File: src/rtl/pipe_pkg.sv
// pipe_pkg: shared types and defaults for the pipeline hazard controller.
//   state_t          - controller FSM states (RUN, MEM_WAIT, FAULT)
//   PIPE_REG_AW      - default register-address width
//   PIPE_MEM_TIMEOUT - default max consecutive memory wait cycles
package pipe_pkg;
  localparam int PIPE_REG_AW = 4;
  localparam int PIPE_MEM_TIMEOUT = 255;
  typedef enum logic [1:0] {RUN, MEM_WAIT, FAULT} state_t;
endpackage

File: src/rtl/pipe_lu_detect.sv
// pipe_lu_detect: combinational load-use hazard comparator.
//   ex_memrd_i          - EX-stage instruction is a load
//   ex_dest_i           - EX-stage destination register
//   id_rs_a_i/id_rs_b_i - ID-stage source registers
//   id_use_a_i/b_i      - ID instruction actually reads that source
//   lu_o                - load-use hazard (register 0 is not exempt)
module pipe_lu_detect import pipe_pkg::*; #(
  parameter int REG_AW = PIPE_REG_AW
) (
  input  logic              ex_memrd_i,
  input  logic [REG_AW-1:0] ex_dest_i,
  input  logic [REG_AW-1:0] id_rs_a_i,
  input  logic [REG_AW-1:0] id_rs_b_i,
  input  logic              id_use_a_i,
  input  logic              id_use_b_i,
  output logic              lu_o
);
  assign lu_o = ex_memrd_i & ((id_use_a_i & (ex_dest_i == id_rs_a_i)) |
                              (id_use_b_i & (ex_dest_i == id_rs_b_i)));
endmodule

File: src/rtl/pipe_hazard_ctrl.sv
// pipe_hazard_ctrl: 5-stage pipeline hazard controller (load-use, taken branch, memory wait/timeout).
//   inputs : ID sources/use flags, EX load/dest/branch-taken, MEM req/ready
//   outputs: pc/ifid/idex/exmem load enables, ifid/idex/memwb flushes, sticky fault
//   PIPE_PERF_CNT_EN: adds stall_cycles, a saturating count of cycles with pc_en=0
module pipe_hazard_ctrl import pipe_pkg::*; #(
  parameter int REG_AW = PIPE_REG_AW,
  parameter int MEM_TIMEOUT = PIPE_MEM_TIMEOUT,
  parameter int CNT_W = 32
) (
  input  logic              clk,
  input  logic              rst,
  input  logic [REG_AW-1:0] id_rs_a,
  input  logic [REG_AW-1:0] id_rs_b,
  input  logic              id_use_a,
  input  logic              id_use_b,
  input  logic              ex_memrd,
  input  logic [REG_AW-1:0] ex_dest,
  input  logic              ex_branch_taken,
  input  logic              mem_req,
  input  logic              mem_ready,
  output logic              pc_en,
  output logic              ifid_en,
  output logic              idex_en,
  output logic              exmem_en,
  output logic              ifid_flush,
  output logic              idex_flush,
  output logic              memwb_flush,
  output logic              fault
`ifdef PIPE_PERF_CNT_EN
  , output logic [CNT_W-1:0] stall_cycles
`endif
);
  state_t state_q, state_d;
  logic [15:0] wait_q, wait_d;
  logic mem_stall, lu;
  assign mem_stall = mem_req & ~mem_ready;
  pipe_lu_detect #(.REG_AW(REG_AW)) u_lu (
    .ex_memrd_i(ex_memrd),
    .ex_dest_i(ex_dest),
    .id_rs_a_i(id_rs_a),
    .id_rs_b_i(id_rs_b),
    .id_use_a_i(id_use_a),
    .id_use_b_i(id_use_b),
    .lu_o(lu)
  );
  always_ff @(posedge clk or posedge rst)
    if (rst) begin
      state_q <= RUN;
      wait_q <= '0;
    end else begin
      state_q <= state_d;
      wait_q <= wait_d;
    end
  // wait_d is the number of consecutive stall cycles including this one, so the
  // FSM enters FAULT right after the MEM_TIMEOUT-th stall cycle.
  always_comb begin
    state_d = state_q;
    wait_d = wait_q;
    pc_en = 1'b0;
    ifid_en = 1'b0;
    idex_en = 1'b0;
    exmem_en = 1'b0;
    ifid_flush = 1'b0;
    idex_flush = 1'b0;
    memwb_flush = 1'b0;
    fault = (state_q == FAULT) & ~rst;
    if (state_q != FAULT && !rst) begin
      if (mem_stall) begin
        memwb_flush = 1'b1;
        wait_d = (state_q == RUN) ? 16'd1 : wait_q + 16'd1;
        state_d = (wait_d == 16'(MEM_TIMEOUT)) ? FAULT : MEM_WAIT;
      end else begin
        wait_d = '0;
        state_d = RUN;
        pc_en = ex_branch_taken | ~lu;
        ifid_en = ex_branch_taken | ~lu;
        idex_en = 1'b1;
        exmem_en = 1'b1;
        ifid_flush = ex_branch_taken;
        idex_flush = ex_branch_taken | lu;
      end
    end
  end
`ifdef PIPE_PERF_CNT_EN
  logic [CNT_W-1:0] stall_q;
  always_ff @(posedge clk or posedge rst)
    if (rst) stall_q <= '0;
    else if (!pc_en && stall_q != '1) stall_q <= stall_q + CNT_W'(1);
  assign stall_cycles = stall_q;
`endif
endmodule

File: config.mk
export PLATFORM = sky130hd
export DESIGN_NAME = pipe_hazard_ctrl
export DESIGN_NICKNAME = d
export VERILOG_FILES = /design/src/rtl/pipe_pkg.sv /design/src/rtl/pipe_lu_detect.sv /design/src/rtl/pipe_hazard_ctrl.sv
export SDC_FILE = /design/constraint.sdc
export NUM_CORES = 1
export LEC_CHECK = 0
export ABC_CLOCK_PERIOD_IN_PS = 4700
export CORE_MARGIN = 2
export CORE_UTILIZATION = 54
export CTS_CLUSTER_DIAMETER = 120
export DETAILED_ROUTE_END_ITERATION = 10
export GPL_TIMING_DRIVEN = 0
export PLACE_DENSITY = 0.9
export SETUP_SLACK_MARGIN = 0.3
export SYNTH_ARGS = -nofsm -noshare
export SYNTH_HDL_FRONTEND = slang
export SYNTH_SLANG_ARGS = --single-unit
export TNS_END_PERCENT = 100
File: constraint.sdc
create_clock -name clk -period 4.7 [get_ports clk]
set_input_delay 1.175 -clock clk [delete_from_list [all_inputs] [get_ports clk]]
set_output_delay 1.175 -clock clk [all_outputs]
set_load 0.01 [all_outputs]
== After elaboration in Yosys (flattened, before gate mapping) ==
Cells that the tools add are included.

* Mux-type cells: 14
* Reductions and logical operators: 3
* Add/sub/neg operators: 1
* Equal/unequal tests: 5
* Bitwise logic cells: 11

{| class="wikitable"
|+ Operator list
! kind !! number
|-
| two-way mux 16 bit || 2
|-
| adder 16 x 1 -> 16 bit, second input constant || 1
|-
| == test 16 x 8 -> 1 bit, second input constant || 1
|-
| two-way mux 1 bit || 10
|-
| == test 4 bit || 2
|-
| AND 1 bit || 5
|-
| two-way mux 2 bit || 2
|-
| NOT 1 bit || 3
|-
| OR 1 bit || 3
|-
| == test 2 bit, second input constant || 1
|-
| logical NOT 2 bit || 1
|-
| inequality test 2 bit, second input constant || 1
|-
| logical AND 1 bit || 1
|-
| logical NOT 1 bit || 1
|}

* Flip-flop bits (word level): 18
* Output and inout bits: 8
* Input bits: 20
* Word-level logic and storage cells: 36

== Longest topological paths before layout ==
Gate-level depths: netlist of the first run.

* Word-level depth: 8
* Gate-level depth with buffers: 8
* Depth with buffers taken out: 7

== Cells and area by module ==
Synthesis of the first run repeated with hierarchy kept, for this count alone.

* Cell total of the unflattened synthesis: 147
* Area total of the unflattened synthesis: 1256.2 µm²

{| class="wikitable"
|+ By module, submodules not included
! module !! area an instance (µm²) !! times used !! cells an instance !! sequential area each (µm²)
|-
| pipe_hazard_ctrl || 1153.6 || 1 || 135 || 450.4
|-
| pipe_lu_detect || 102.6 || 1 || 12 || 0.0
|}

== Worst setup path before layout of the first run ==
Ideal clock, no wire load.

* Kind: in2out
* Start point: input rst
* End point: output pc_en
* Path slack: 0.958 ns
* Arrival time: 2.567 ns
* Path buffers: 1
* Stages: 5
* Required time: 3.525 ns
* Cell sequence: inv_1 -> nand2_1 -> nor2_1 -> o21a_1 -> buf_4

* Word-level cells in the longest chain between the ends: 3

{| class="wikitable"
|+ Ends and longest elaborated chain
! item !! RTL line !! RTL
|-
| start: declaration || pipe_hazard_ctrl.sv:11 || <nowiki>input logic rst,</nowiki>
|-
| logical NOT 1 bit || pipe_hazard_ctrl.sv:67 || <nowiki>if (state_q != FAULT && !rst) begin</nowiki>
|-
| logical AND 1 bit || pipe_hazard_ctrl.sv:67 ||
|-
| two-way mux 1 bit || -- ||
|-
| end: declaration || pipe_hazard_ctrl.sv:21 || <nowiki>output logic pc_en,</nowiki>
|}

Every way passes these cells.

== Final worst setup path of the first run ==
* Start point: input ex_dest[0]
* End point: output idex_flush

* Word-level cells in the longest chain between the ends: 7
* Elaborated cells between the ends (all ways): 9
* Those cells by class: eq/ne (2); mux (2); bitwise (5)

{| class="wikitable"
|+ Ends and longest elaborated chain
! item !! RTL line !! RTL
|-
| start: declaration || pipe_hazard_ctrl.sv:17 || <nowiki>input logic [REG_AW-1:0] ex_dest,</nowiki>
|-
| == test 4 bit (on tied branches) || pipe_lu_detect.sv:18, pipe_lu_detect.sv:19 ||
|-
| AND 1 bit (on tied branches) || pipe_lu_detect.sv:18, pipe_lu_detect.sv:19 ||
|-
| OR 1 bit * || pipe_lu_detect.sv:18 || <nowiki>assign lu_o = ex_memrd_i & ((id_use_a_i & (ex_dest_i == id_rs_a_i)) |</nowiki>
|-
| AND 1 bit * || pipe_lu_detect.sv:18 ||
|-
| OR 1 bit * || pipe_hazard_ctrl.sv:80 || <nowiki>idex_flush = ex_branch_taken | lu;</nowiki>
|-
| two-way mux 1 bit * || pipe_hazard_ctrl.sv:68 || <nowiki>if (mem_stall) begin</nowiki>
|-
| two-way mux 1 bit * || pipe_hazard_ctrl.sv:67 ||
|-
| end: declaration || pipe_hazard_ctrl.sv:26 || <nowiki>output logic idex_flush,</nowiki>
|}

Every way passes the cells marked *; elsewhere a longest branch is shown, timed or not.

==> results.txt, run 1 <==
0 antenna diodes ended up in the layout. The run gives 1268 as the vias after detailed routing. Cells with a size suffix above 1 make up 12.7% of the layout.

The first-pass iteration count of the detailed router is 4. After legalization and detailed placement, the total HPWL measured 2.53 mm. Number of pins exceeding their max-slew limit in the final report: 0.

The hold path depth was 1. The final setup slack of the worst path came out at 0.467 ns. Entering global routing, the biggest net connects 11 pins.

Across the run, the number of max-cap violations was 0. After detailed routing, the average wire length per cell comes to 15.6 um. The category of the critical setup timing path is primary input to primary output.

Counting every net in the synthesized netlist gives 176. At the worst endpoint, the arrival time is 3.06 ns. In the final routing, the length of wire on met1 measures 1.51 mm.

The number of enable flip-flop cells after synthesis works out to 0. After detailed placement, the design holds a cell count of 210. The count of buffers added on input and output ports is 27. The tightest min-delay check is of the flop to flop type. Setup violations remaining at the end of the flow were counted as 0. For the clock latency of the later-clocked register in the worst-skew pair, the log shows 0.30 ns. During synthesis, Yosys emitted a total of 0 warnings. After synthesis the cells add up to 1280 um2. At the pin with the least slew margin, the transition time is 0.544 ns. STA puts the critical path data required time at 3.52 ns.

Instance count of the mapped netlist: 155. The tools report the number of antenna violations at the first check in global routing as 0. The tools report the cell chosen for the clock root as sky130_fd_sc_hd__clkbuf_4.

The run gives 35.1% as the sequential fraction of the synthesis area. The nature of the critical path startpoint is a primary input. From bottom edge to top edge, the die measures 52.7 um. The post-layout total power was 314 uW. The via count of the first global-routing pass was 1153; the cell area reported after detailed placement was 1590 um2.

The tools report the remaining global-route overflow as 0. Initial cell density of the core: 57.4%. The synthesized area per cell works out to 8.27 um2. sky130_fd_sc_hd__dfrtp_1 takes more of the synthesized area than any other cell.

Leaving out fill and tap cells, the most frequent cell in the layout is sky130_fd_sc_hd__clkdlybuf4s50_1. The logs give 2780 um2 for the die footprint and 0 for the count of unresolved DRC violations after routing. The tools report the standard cell core area as 2230 um2.

After floorplanning, the core was divided into 17 placement rows. The setup check on the worst reg-to-reg path leaves a slack of 2.45 ns. The logs give 3 for the number of buffers created by CTS and 0.00361 ns for the final worst clock skew. The top fanout value on the critical path was 2. In this run the most critical hold path is launched from wait_q[13]. The top cell types in the final layout, fill and taps aside, are sky130_fd_sc_hd__clkdlybuf4s50_1 (26), sky130_fd_sc_hd__o21ai_0 (19), sky130_fd_sc_hd__dfrtp_1 (18). The flip-flop and latch count after synthesis was 18. The startpoint identified for the worst register-to-register timing path is wait_q[0]. The filler cells instantiated in the layout total 174. The path with the worst hold slack has its endpoint at wait_q[13].

The run finished with clean final reports. Leaving out filler cells and counting taps, the final layout contains 217. TritonCTS built the clock tree. VDD sags by at most 0.172 mV. The tools report the final number of hold-violating endpoints as 0. In the detailed route, the total length drawn on met2 is 1.75 mm. The smallest clock period supported by the final layout is computed as 4.23 ns.

For the tightest slew margin relative to the limit, the log shows 63.5%. After the last flow step, the layout net total stands at 211. The worst-case reg-to-reg path depth came out at 7.

The I/O pin count was 28. The first global-routing pass estimated 5.33 mm of wire. After detailed routing, the total wire length is 3.39 mm.

Area fraction of the dominant cell type after synthesis: 35.1%. Counting flops with an async set or reset pin after synthesis yields a share of 100%. STA classifies the critical path endpoint as a primary output. The finished cells cover 1650 um2. Setup repair after global routing left no endpoint under its margin.

For this run, the leading register cell type out of synthesis is sky130_fd_sc_hd__dfrtp_1. After clock tree synthesis, the clock-pin slew on the worst setup and hold paths is 0.11 ns. The first routing iteration left 67 violations.

For this design the ratio of total power to cell area is 190 nW/um2. Hold is met by 0.525 ns. Counting distinct cell types in the post-synthesis netlist gives 38. The die is 52.7 um wide. The area added between synthesis and finish came out at 29.0%. The number of H-tree levels was 1.

The longest clock path from root to sink contains 2 buffers. Summed over all nets, wire length on met3 after detailed routing comes to 105 um. Yosys attributes the largest share of cell area to sky130_fd_sc_hd__dfrtp_1 (35%), sky130_fd_sc_hd__o21ai_0 (7.4%), sky130_fd_sc_hd__xnor2_1 (4.8%). The clock net in this run drives a total of 18 sinks. Dividing the detail-routed via count by the number of cells gives 5.84.

The final period utilization works out to 90.1%. The achievable frequency is 0.236 GHz, and the global placement routability congestion is 0.874. The endpoint of the most critical register-to-register path was state_q[0].

The number of nets with antenna violations after detailed routing came out at 0. The logs give 0.682 nW for the leakage component of the power and 26.8% for the total global-route track usage. The highest metal layer used by the detailed router was met4. In this run, post-CTS hold repair placed 0 buffers. Worst setup timing slack at the placement stage: -0.270 ns.
-- cell type report --
class                   instances  area (um2)  share of cell area (%)
plain buffers                   7        48.8                    2.95
clock buffers                   4        36.3                    2.19
inverters                       9        37.5                    2.27
multi-input cells             121         753                    45.5
flip-flops and latches         18         450                    27.2
well taps                      28        35.0                    2.12
repair buffers                 29         288                    17.4
repair inverters                1        5.00                   0.303
-- cells in the mapped netlist, types with 2 or more instances --
master                      n
sky130_fd_sc_hd__dfrtp_1   18
sky130_fd_sc_hd__o21ai_0   19
sky130_fd_sc_hd__inv_1      8
sky130_fd_sc_hd__nand2_1   14
sky130_fd_sc_hd__o31ai_1    5
sky130_fd_sc_hd__nor2_1    16
sky130_fd_sc_hd__nand4_4    2
sky130_fd_sc_hd__nand4_1    2
sky130_fd_sc_hd__buf_4      4
sky130_fd_sc_hd__a21oi_1    4
sky130_fd_sc_hd__xnor2_1    7
sky130_fd_sc_hd__xor2_1     5
sky130_fd_sc_hd__o41ai_1    3
sky130_fd_sc_hd__or2_2      2
sky130_fd_sc_hd__nand2b_1   2
sky130_fd_sc_hd__nand3_1    9
sky130_fd_sc_hd__nor4_1     5
sky130_fd_sc_hd__nor3_1     6
sky130_fd_sc_hd__a22o_1     3
sky130_fd_sc_hd__and3_1     3
-- power breakdown --
part           switching, mW  leakage (nW)  internal, mW  total [mW]
registers            0.00205         0.250         0.156       0.158
logic                 0.0257         0.411        0.0315      0.0573
clock network         0.0515        0.0210        0.0473      0.0987
-- flip-flops by register name (all words and copies together) (netlist names) --
signal and cells:
wait_q 16, state_q 2
-- critical path: stages --
cell and delay [ns]:
sky130_fd_sc_hd__clkdlybuf4s50_1 0.49, sky130_fd_sc_hd__inv_1 0.07, sky130_fd_sc_hd__a222oi_1 0.31, sky130_fd_sc_hd__nand2_1 0.09, sky130_fd_sc_hd__a21bo_2 0.21, sky130_fd_sc_hd__a21boi_0 0.16
sky130_fd_sc_hd__clkdlybuf4s50_1 0.56
-- per-stage QoR --
| step | TNS [ns] | util (%) |
|---|---|---|
| floorplan | 0 | - |
| global placement | -0.671 | 71.1 |
| detailed placement | -1.02 | 71.1 |
| CTS | 0 | 73.3 |
| global route | 0 | 74.1 |
| finish | 0 | 74.1 |
-- worst max-delay path by stage --
stage                 end       start  cells past startpoint
2_1_floorplan       pc_en         rst                      5
3_3_place_gp   ifid_flush         rst                      6
3_5_place_dp        pc_en         rst                      7
4_1_cts             pc_en         rst                      7
5_1_grt        idex_flush  ex_dest[1]                      7
6_report       idex_flush  ex_dest[0]                      7
-- routing by layer --
metal | vias to the layer above | track usage (%)
li1 | 626 | -
met1 | 619 | 34.7
met2 | 19 | 46.5
met3 | 4 | 4.29
met4 | 0 | 5.98
met5 | - | 0
-- kinds of logic after synthesis --
logic type                 synth area share, %
AOI/OAI and AO/OA                         21.1
xor gates and xnor gates                  8.20
adders and majority gates                0.975
buffers and inverters                     6.34
DFF                                       35.1
muxes                                    0.781
and+or+nand+nor                           27.5
-- timing repair --
action,CTS,global route
setup endpoints to repair,7,4
cloned,1,0
buffers inserted,0,2
endpoints found under the hold margin,0,0
resized for setup,3,1
pin swaps,0,2
Note: power is estimated with default switching activity, not from simulation.
==> run 2, diff against run 1 <==
Settings changed: CORE_UTILIZATION 54 to 50, PLACE_DENSITY 0.9 to 0.85.
==> results.txt, run 2 (synthesis gave the netlist of run 1 again) <==
The met3 wirelength from detailed routing was 338 um (+220%); the number of pins exceeding their max-slew limit in the final report was 0 (unchanged). The max-capacitance violation count came out at 0 (unchanged). The top fanout value on the critical path is 2 (unchanged). The clock-pin slew of the registers on the worst-case setup and hold paths works out to 0.11 ns (about the same). Walking the worst path, the cells encountered are clkdlybuf4s50_1 > inv_1 > a222oi_1 > nand2_1 > a21bo_2 > o21a_1 > buf_4 > clkdlybuf4s50_1. The via count of the first global-routing pass came out at 1311 (+14%). TritonCTS built the clock tree. The cell chosen for the clock root is sky130_fd_sc_hd__clkbuf_4. The tools report the number of nets with antenna violations after detailed routing as 0 (unchanged). The hold path depth is 1 (unchanged), and the number of buffers inserted by port buffering is 27 (unchanged). The share of final-layout standard cells stronger than drive strength 1 is 12.2% (-0.46 points), and the first-pass iteration count of the detailed router is 4 (unchanged). Worst hold slack after final layout: 0.539 ns (+0.0141 ns). The initial cell density of the core is 52.2% (-5.2 points), and the worst-case reg-to-reg path depth is 7 (unchanged).

The area of all placed cells without fillers is 1650 um2 (-0.30%). The total global-route track usage is 26.0% (-0.72 points), and the die footprint is 2990 um2 (+7.4%). Commonest non-fill, non-tap cell in the layout: sky130_fd_sc_hd__clkdlybuf4s50_1.

The arrival time at the worst endpoint was 3.11 ns (+0.05 ns); the highest ir drop seen on vdd was 0.157 mV (-8.8%). For the count of unresolved DRC violations after routing, the log shows 0 (unchanged). The final number of hold-violating endpoints was 0 (unchanged). Number of H-tree levels: 1 (unchanged).

The number of antenna violations at the first check in global routing is 0 (unchanged). In the layout the commonest cells are sky130_fd_sc_hd__clkdlybuf4s50_1 (26), sky130_fd_sc_hd__o21ai_0 (19), sky130_fd_sc_hd__dfrtp_1 (18). The register with the most flip-flops in the final layout is wait_q.

The run gives 3.50 mm (+3.2%) as the total length of routed wires. Data required time at the worst endpoint: 3.52 ns (about the same). The total routed wire length on the met1 layer came out at 1.33 mm (-12%).

The largest registers in the layout are wait_q x16, state_q x2. The tools report the net count of the finished layout as 210 (-0.47%). The final period utilization was 91.1% (+1.1 points). The run finished with clean final reports.

For the remaining global-route overflow, the log shows 0 (unchanged). For the placed wire-length estimate, the log shows 2.59 mm (+2.4%). Minimum clock period after layout: 4.28 ns (+0.0501 ns). The run gives 18 (unchanged) as the clock sink count.

The overall die height came out at 54.6 um (+3.6%). For the standard cell core area, the log shows 2450 um2 (+9.9%). The floorplan row count was 18 (+1); the power density over the cells was 191 nW/um2 (+0.49%). The area added between synthesis and finish was 28.6%. The leakage component of the power is 0.681 nW (-0.22%).

The antenna diode count is 0 (unchanged). The run gives 11 (unchanged) as the pin count of the biggest net entering global routing. Setup repair after global routing left no endpoint under its margin.

In this run the top signal layer used is met4. The tools report the number of buffers created by CTS as 3 (unchanged). The tools report the number of buffers on the longest clock path as 2 (unchanged).

The total of endpoints with negative setup slack in the final report came out at 0 (unchanged). The global placement routability congestion is 0.906 (+3.7%). For the number of buffers inserted by hold repair at cts, the log shows 0 (unchanged).

The routed length per instance is 16.0 um (+2.7%). For the final worst clock skew, the log shows 0.000993 ns (-0.00261 ns). The number of fill cells in the layout came out at 208 (+20%).

The nature of the critical path startpoint is a primary input. The worst setup timing slack at the placement stage was -0.304 ns (-0.0343 ns). The cell repeated most along the worst path was sky130_fd_sc_hd__clkdlybuf4s50_1.

The slack of the worst reg-to-reg path was 2.34 ns (-0.11 ns); the achievable frequency was 0.233 GHz (-1.2%). The ratio of routed vias to standard cells is 6.11 (+4.6%), and the cell area reported after detailed placement is 1590 um2 (+0.16%). Worst-margin pin slew: 0.505 ns (-0.0391 ns). The tightest slew margin relative to the limit is 66.0% (+2.5 points). The run gives 28 (unchanged) as the I/O pin count.

The cell with the largest stage delay on the worst path was sky130_fd_sc_hd__clkdlybuf4s50_1. The run gives 0.30 ns (about the same) as the clock latency of the later-clocked register in the worst-skew pair. The final setup slack of the worst path came out at 0.416 ns (-0.0501 ns). The tools report the global-route wire length before repair as 5.56 mm (+4.4%).

Post-layout total power: 315 uW (+0.18%). Iteration-0 DRC count of the detailed router: 62 (-7.5%). Category of the critical setup timing path: primary input to primary output. The vias after detailed routing is 1332 (+5.0%), and the largest stage delay on the critical path is 0.50 ns (-0.06 ns).

The die span in x was 54.6 um (+3.6%). The run gives 1.74 mm (-0.34%) as the routed wire length on met2. The tools report the kind of end point of the critical path as a primary output. The flip-flop count of the largest register after layout works out to 16 (unchanged).

The path class of the tightest hold or removal check is flop to flop.
[run 2: final timing paths]
kind	start	to
setup / recovery	ex_dest[0]	pc_en
hold / removal	wait_q[13]	wait_q[13]
setup reg to reg	wait_q[0]	state_q[0]
hold reg to reg	wait_q[13]	wait_q[13]
max in group asynchronous	rst	wait_q[14]
min in group asynchronous	rst	wait_q[15]
[run 2: stage by stage]
step / std cells / TNS (ns) / util, %
4_1_cts: 218 / 0 / 67.1
3_5_place_dp: 212 / -1.34 / 64.8
6_report: 218 / 0 / 67.2
2_1_floorplan: 155 / 0 / -
3_3_place_gp: 212 / -1.02 / 64.8
5_1_grt: 218 / 0 / 67.2
[run 2: metal layers]
metal | GRT usage [%] | vias to the layer above
met3 | 6.01 | 8
met1 | 30.1 | 630
met4 | 11.3 | 0
li1 | - | 628
met2 | 45.4 | 66
met5 | 0 | -
[run 2: repair_timing]
action,in CTS,in global routing
gates resized for setup,3,1
cloned,1,0
pin swaps,0,1
buffers inserted,1,0
endpoints found under the setup margin,7,2
[run 2: critical path: cells and delay by family]
kind / cells / cell delay, ns
buf+inv: 4 / 1.15
compound gates: 3 / 0.69
simple gates: 1 / 0.09
[run 2: final cells by class]
cell class | count | area (um2) | area share, %
multi-input combinational | 121 | 753 | 45.7
buffer | 7 | 48.8 | 2.96
inverter | 9 | 37.5 | 2.28
tap | 30 | 37.5 | 2.28
timing repair inverter | 1 | 5.00 | 0.303
clock buffer | 4 | 36.3 | 2.20
timing repair buffer | 28 | 280 | 17.0
sequential | 18 | 450 | 27.3
[run 2: where the power goes]
| group | switching (mW) | internal, mW |
|---|---|---|
| clock network | 0.0524 | 0.0474 |
| logic | 0.0256 | 0.0311 |
| registers | 0.00226 | 0.156 |
| total | 0.0802 | 0.235 |
==> variant 1, RTL diff (config.mk and constraints of run 1) <==
Register the output `fault`, with the module's reset; this adds one clock of latency there. The other outputs are not delayed to match.
--- a/src/rtl/pipe_hazard_ctrl.sv
+++ b/src/rtl/pipe_hazard_ctrl.sv
@@ -30,6 +30,8 @@
   , output logic [CNT_W-1:0] stall_cycles
 `endif
 );
+
+  logic fault_d;
   state_t state_q, state_d;
   logic [15:0] wait_q, wait_d;
   logic mem_stall, lu;
@@ -63,7 +65,7 @@
     ifid_flush = 1'b0;
     idex_flush = 1'b0;
     memwb_flush = 1'b0;
-    fault = (state_q == FAULT) & ~rst;
+    fault_d = (state_q == FAULT) & ~rst;
     if (state_q != FAULT && !rst) begin
       if (mem_stall) begin
         memwb_flush = 1'b1;
@@ -88,5 +90,13 @@
     else if (!pc_en && stall_q != '1) stall_q <= stall_q + CNT_W'(1);
   assign stall_cycles = stall_q;
 `endif
+  always_ff @(posedge clk or posedge rst) begin
+    if (rst) begin
+      fault <= '0;
+    end else begin
+      fault <= fault_d;
+    end
+  end
+
 endmodule
 
Behaviour: same outputs for any inputs over 10 cycles, from zero or initial values and one cycle with rst high; that may be too few to reach the edited logic, so the function may still have changed.
==> variant 1 against run 1 <==
Synthesized area increased by 5.1%. Worst hold slack better by 30 ps. Cell area up 2.9%. Clock power decreased by 15%. Final cell count is 4.6% higher. Routed wire length grew 0.18%. Setup slack lost 87 ps. Power decreased by 3.2%. Sequential cell count grew 1.
==> variant 1: results (changes against run 1) <==
status=complete, no violations; vias in the first global route=1306 (+13%); placed inst area=1660 sq um (+4.3%); Worst EP arrival=3150 ps (+90 ps); Synth top cells by count=22 x o21ai_0, 19 x dfrtp_1, 17 x nand2_1; Hold Slack=555 ps (+30.1 ps); H-tree Lvls=1 (unchanged); initial antenna violation count=0 (unchanged); worst-margin pin slew=521 ps (-22.7 ps); all-layer global routing usage=27.6% (+0.85 points); drt via density=6.01 (+2.8%); top post-synthesis cells by area=dfrtp_1 35%, o21ai_0 8.2%, xnor2_1 5.8%, nand3_1 4.8%, nand2_1 4.7%; Synth Net Count=185 (+5.1%); Min-Delay Startpoint=wait_q[13]; DP Wirelength=2510 microns (-0.79%); fraction of layout cells with a size suffix above 1=9.64% (-3.1 points); routability cong.=0.879 (+0.54%); final WL=3390 microns (+0.18%); I/O Buffers=27 (unchanged); R2R Path End=state_q[1]; Setup Skew=1.38 ps (-2.22 ps); Leak Pwr=0.673 nW (-1.4%); VDD IR max=0.000202 V (+17%); fin nets=219 (+3.8%); largest net degree at the start of global routing=12 (+1); setup slack, reg-to-reg=2220 ps (-230 ps); initial DRC count=63 (-6.0%); sequential share of the synthesized area=35.3% (+0.16 points); first-pass GRT wire length=5770 microns (+8.3%); biggest regs=wait_q (16), state_q (2), fault (1)
-- variant 1: cell type report --
class | count | area, sq um
multi-input cells | 127 | 782
fillers | 169 | 708
flip-flops and latches | 19 | 475
repair buffers | 28 | 278
plain buffers | 11 | 67.6
well taps | 30 | 37.5
inverters | 7 | 30.0
clock buffers | 4 | 26.3
repair inverters | 1 | 5.00
-- variant 1: kinds of logic (layout without fill, tap and decap cells) --
logic type / Yosys count / after routing / share of synthesized area, %
buffers and inverters: 18 / 51 / 6.87
muxes: 2 / 2 / 1.49
adders and majority gates: 1 / 1 / 0.928
AOI/OAI and AO/OA: 44 / 44 / 20.1
DFF: 19 / 19 / 35.3
and+or+nand+nor: 64 / 64 / 25.0
xor gates and xnor gates: 16 / 16 / 10.4
-- variant 1: worst max-delay path by stage --
stage,slack (ps),endpoint,startpoint
after floorplan,920,pc_en,rst
after detailed placement,-330,ifid_flush,rst
final,380,pc_en,ex_dest[0]
after global routing,320,pc_en,ex_dest[0]
after CTS,300,ifid_flush,rst
after global placement,-270,ifid_flush,rst
-- variant 1: worst max-delay path, stage by stage --
cell,delay (ps)
clkdlybuf4s50_1,500
inv_1,60
a222oi_1,320
nand2_1,100
a21bo_2,210
o21a_1,180
buf_4,140
clkdlybuf4s50_1,460
-- variant 1: what timing repair did --
item,in CTS,in global routing
resized for setup,3,0
pin swaps,0,0
buffers inserted,0,1
gates cloned,1,0
setup endpoints to repair,7,5
-- variant 1: report_power, final --
part	switching [mW]	internal, mW
clock	0.0512	0.0331
combinational	0.0230	0.0294
sequential	0.00267	0.165
-- variant 1: metrics by stage --
step | worst slack [ps] | power [mW] | setup TNS [ps] | std cells
global route | 317 | 0.317 | 0 | 227
finish | 380 | 0.304 | 0 | 227
global placement | -265 | 0.219 | -874 | 221
CTS | 300 | 0.304 | 0 | 226
floorplan | 915 | 0.191 | 0 | 164
detailed placement | -329 | 0.221 | -1270 | 221
-- variant 1: metal layers --
layer | routed length, microns | up-vias | part of all wire (%) | global-route usage [%]
li1 | - | 651 | - | -
met1 | 1420 | 638 | 42 | 36.1
met2 | 1700 | 68 | 50 | 46.5
met3 | 215 | 7 | 6.3 | 3.89
met4 | 51 | 0 | 1.5 | 9.40
met5 | 0 | - | 0 | 0
==> variant 2, RTL diff (config.mk and constraints of run 1) <==
Without the edit above. Set the package constant `PIPE_REG_AW` to 5 (it was 4).
--- a/src/rtl/pipe_pkg.sv
+++ b/src/rtl/pipe_pkg.sv
@@ -3,7 +3,7 @@
 //   PIPE_REG_AW      - default register-address width
 //   PIPE_MEM_TIMEOUT - default max consecutive memory wait cycles
 package pipe_pkg;
-  localparam int PIPE_REG_AW = 4;
+  localparam int PIPE_REG_AW = 5;
   localparam int PIPE_MEM_TIMEOUT = 255;
   typedef enum logic [1:0] {RUN, MEM_WAIT, FAULT} state_t;
 endpackage
Interface: changed (resized ex_dest, id_rs_a and id_rs_b); port bits go from 28 to 31. The function was not compared with the original's and may differ.
==> variant 2 against run 1 <==
Non-clock buffer count up 8. Largest cell class unchanged. Power up 1.9%. Largest power group unchanged. Cell area up 9.7%. Critical endpoint is now memwb_flush. Routed wire length up 15%. Setup slack worse by 39 ps. Synthesized area up 9.8%. Sequential cell count unchanged. Final cell count up 4.6%.
==> variant 2: results (changes against run 1) <==
I/O Buffers=30 (+11%); first-pass GRT wire length=5950 microns (+12%); all-layer global routing usage=27.5% (+0.78 points); setup slack, reg-to-reg=2320 ps (-130 ps); Tcrit/Tclk final=90.9% (+0.83 points); Setup Skew=1.89 ps (-1.72 ps); initial DRC count=52 (-22%); nonclk buf count=44 (+22%); routability cong.=0.914 (+4.6%); clock-net power=0.0996 mW (+0.9%); Worst EP arrival=3100 ps (+40 ps); fin nets=222 (+5.2%); non-clk buf share=21.2% (+0.89 points); Slew HR=63.1% (-0.42 points); vias in the first global route=1303 (+13%); largest net degree at the start of global routing=12 (+1); multi-input gates=127 (+5.0%); sequential share of the synthesized area=32.0% (-3.1 points); beginning of the critical path=mem_req; Synth Net Count=184 (+4.5%); worst hold path endpoint=wait_q[13]; Yosys cell types=46 (+21%); number of non-clock inverters in the layout=4 (-6); Clock buf/inv share=2.00% (-0.19 points); yosys warns=0 (unchanged); Leak Pwr=0.773 nW (+13%); Seq pwr share=49.6% (-0.8 points); final WL=3880 microns (+15%); max incr delay on CP=620 ps (+60 ps); Worst Reg-to-Reg Cells=6 (-1); Fill cells=180 (+3.4%); top post-synthesis cells by area=dfrtp_1 32%, xor2_1 7.5%, o21ai_0 5.0%, nand2_1 3.5%, nor2_1 3.5%; fraction of layout cells with a size suffix above 1=13.2% (+0.50 points); CP max FO=10 (+8); dpl ws=-256 ps (+13.6 ps); multi-input combinational area share=48.8% (+3.2 points); internal power=0.238 mW (+1.0%); VDD IR max=0.000173 V (+0.30%); Synth top cells by count=18 x dfrtp_1, 14 x o21ai_0, 13 x nand2_1, 13 x nor2_1, 12 x xor2_1; drt via density=6.25 (+7.0%); status=complete, no violations
[variant 2: cell types whose count changed in the layout (fill, tap and decap cells not counted), sizes merged, moves of 3 or more]
cell,delta
clkbuf,+5
inv,-6
nand3,-3
nor2,-3
nor3,-5
nor4,+3
o21ai,-5
xnor2,-3
xor2,+7
[variant 2: cells by family after synthesis]
logic type      Yosys count  share of synthesized area, %
buf+inv                  15                          5.33
mux                       2                          1.42
simple gates             66                          29.7
fa+ha+maj                 1                         0.889
compound gates           42                          20.7
flops                    18                          32.0
xor+xnor                 16                          9.96
[variant 2: per-stage QoR]
stage / hold slack (ps) / TNS, ps / std cells / area (sq um)
floorplan: 487 / 0 / 160 / 1410
global placement: 509 / -603 / 220 / 1750
detailed placement: 529 / -1030 / 220 / 1750
CTS: 548 / 0 / 225 / 1790
global route: 580 / 0 / 227 / 1810
finish: 546 / 0 / 227 / 1810
[variant 2: layer usage]
layer	track usage [%]	wire [microns]
met3	4.30	290
met1	37.5	1630
met4	9.35	44
met5	0	0
met2	44.4	1920
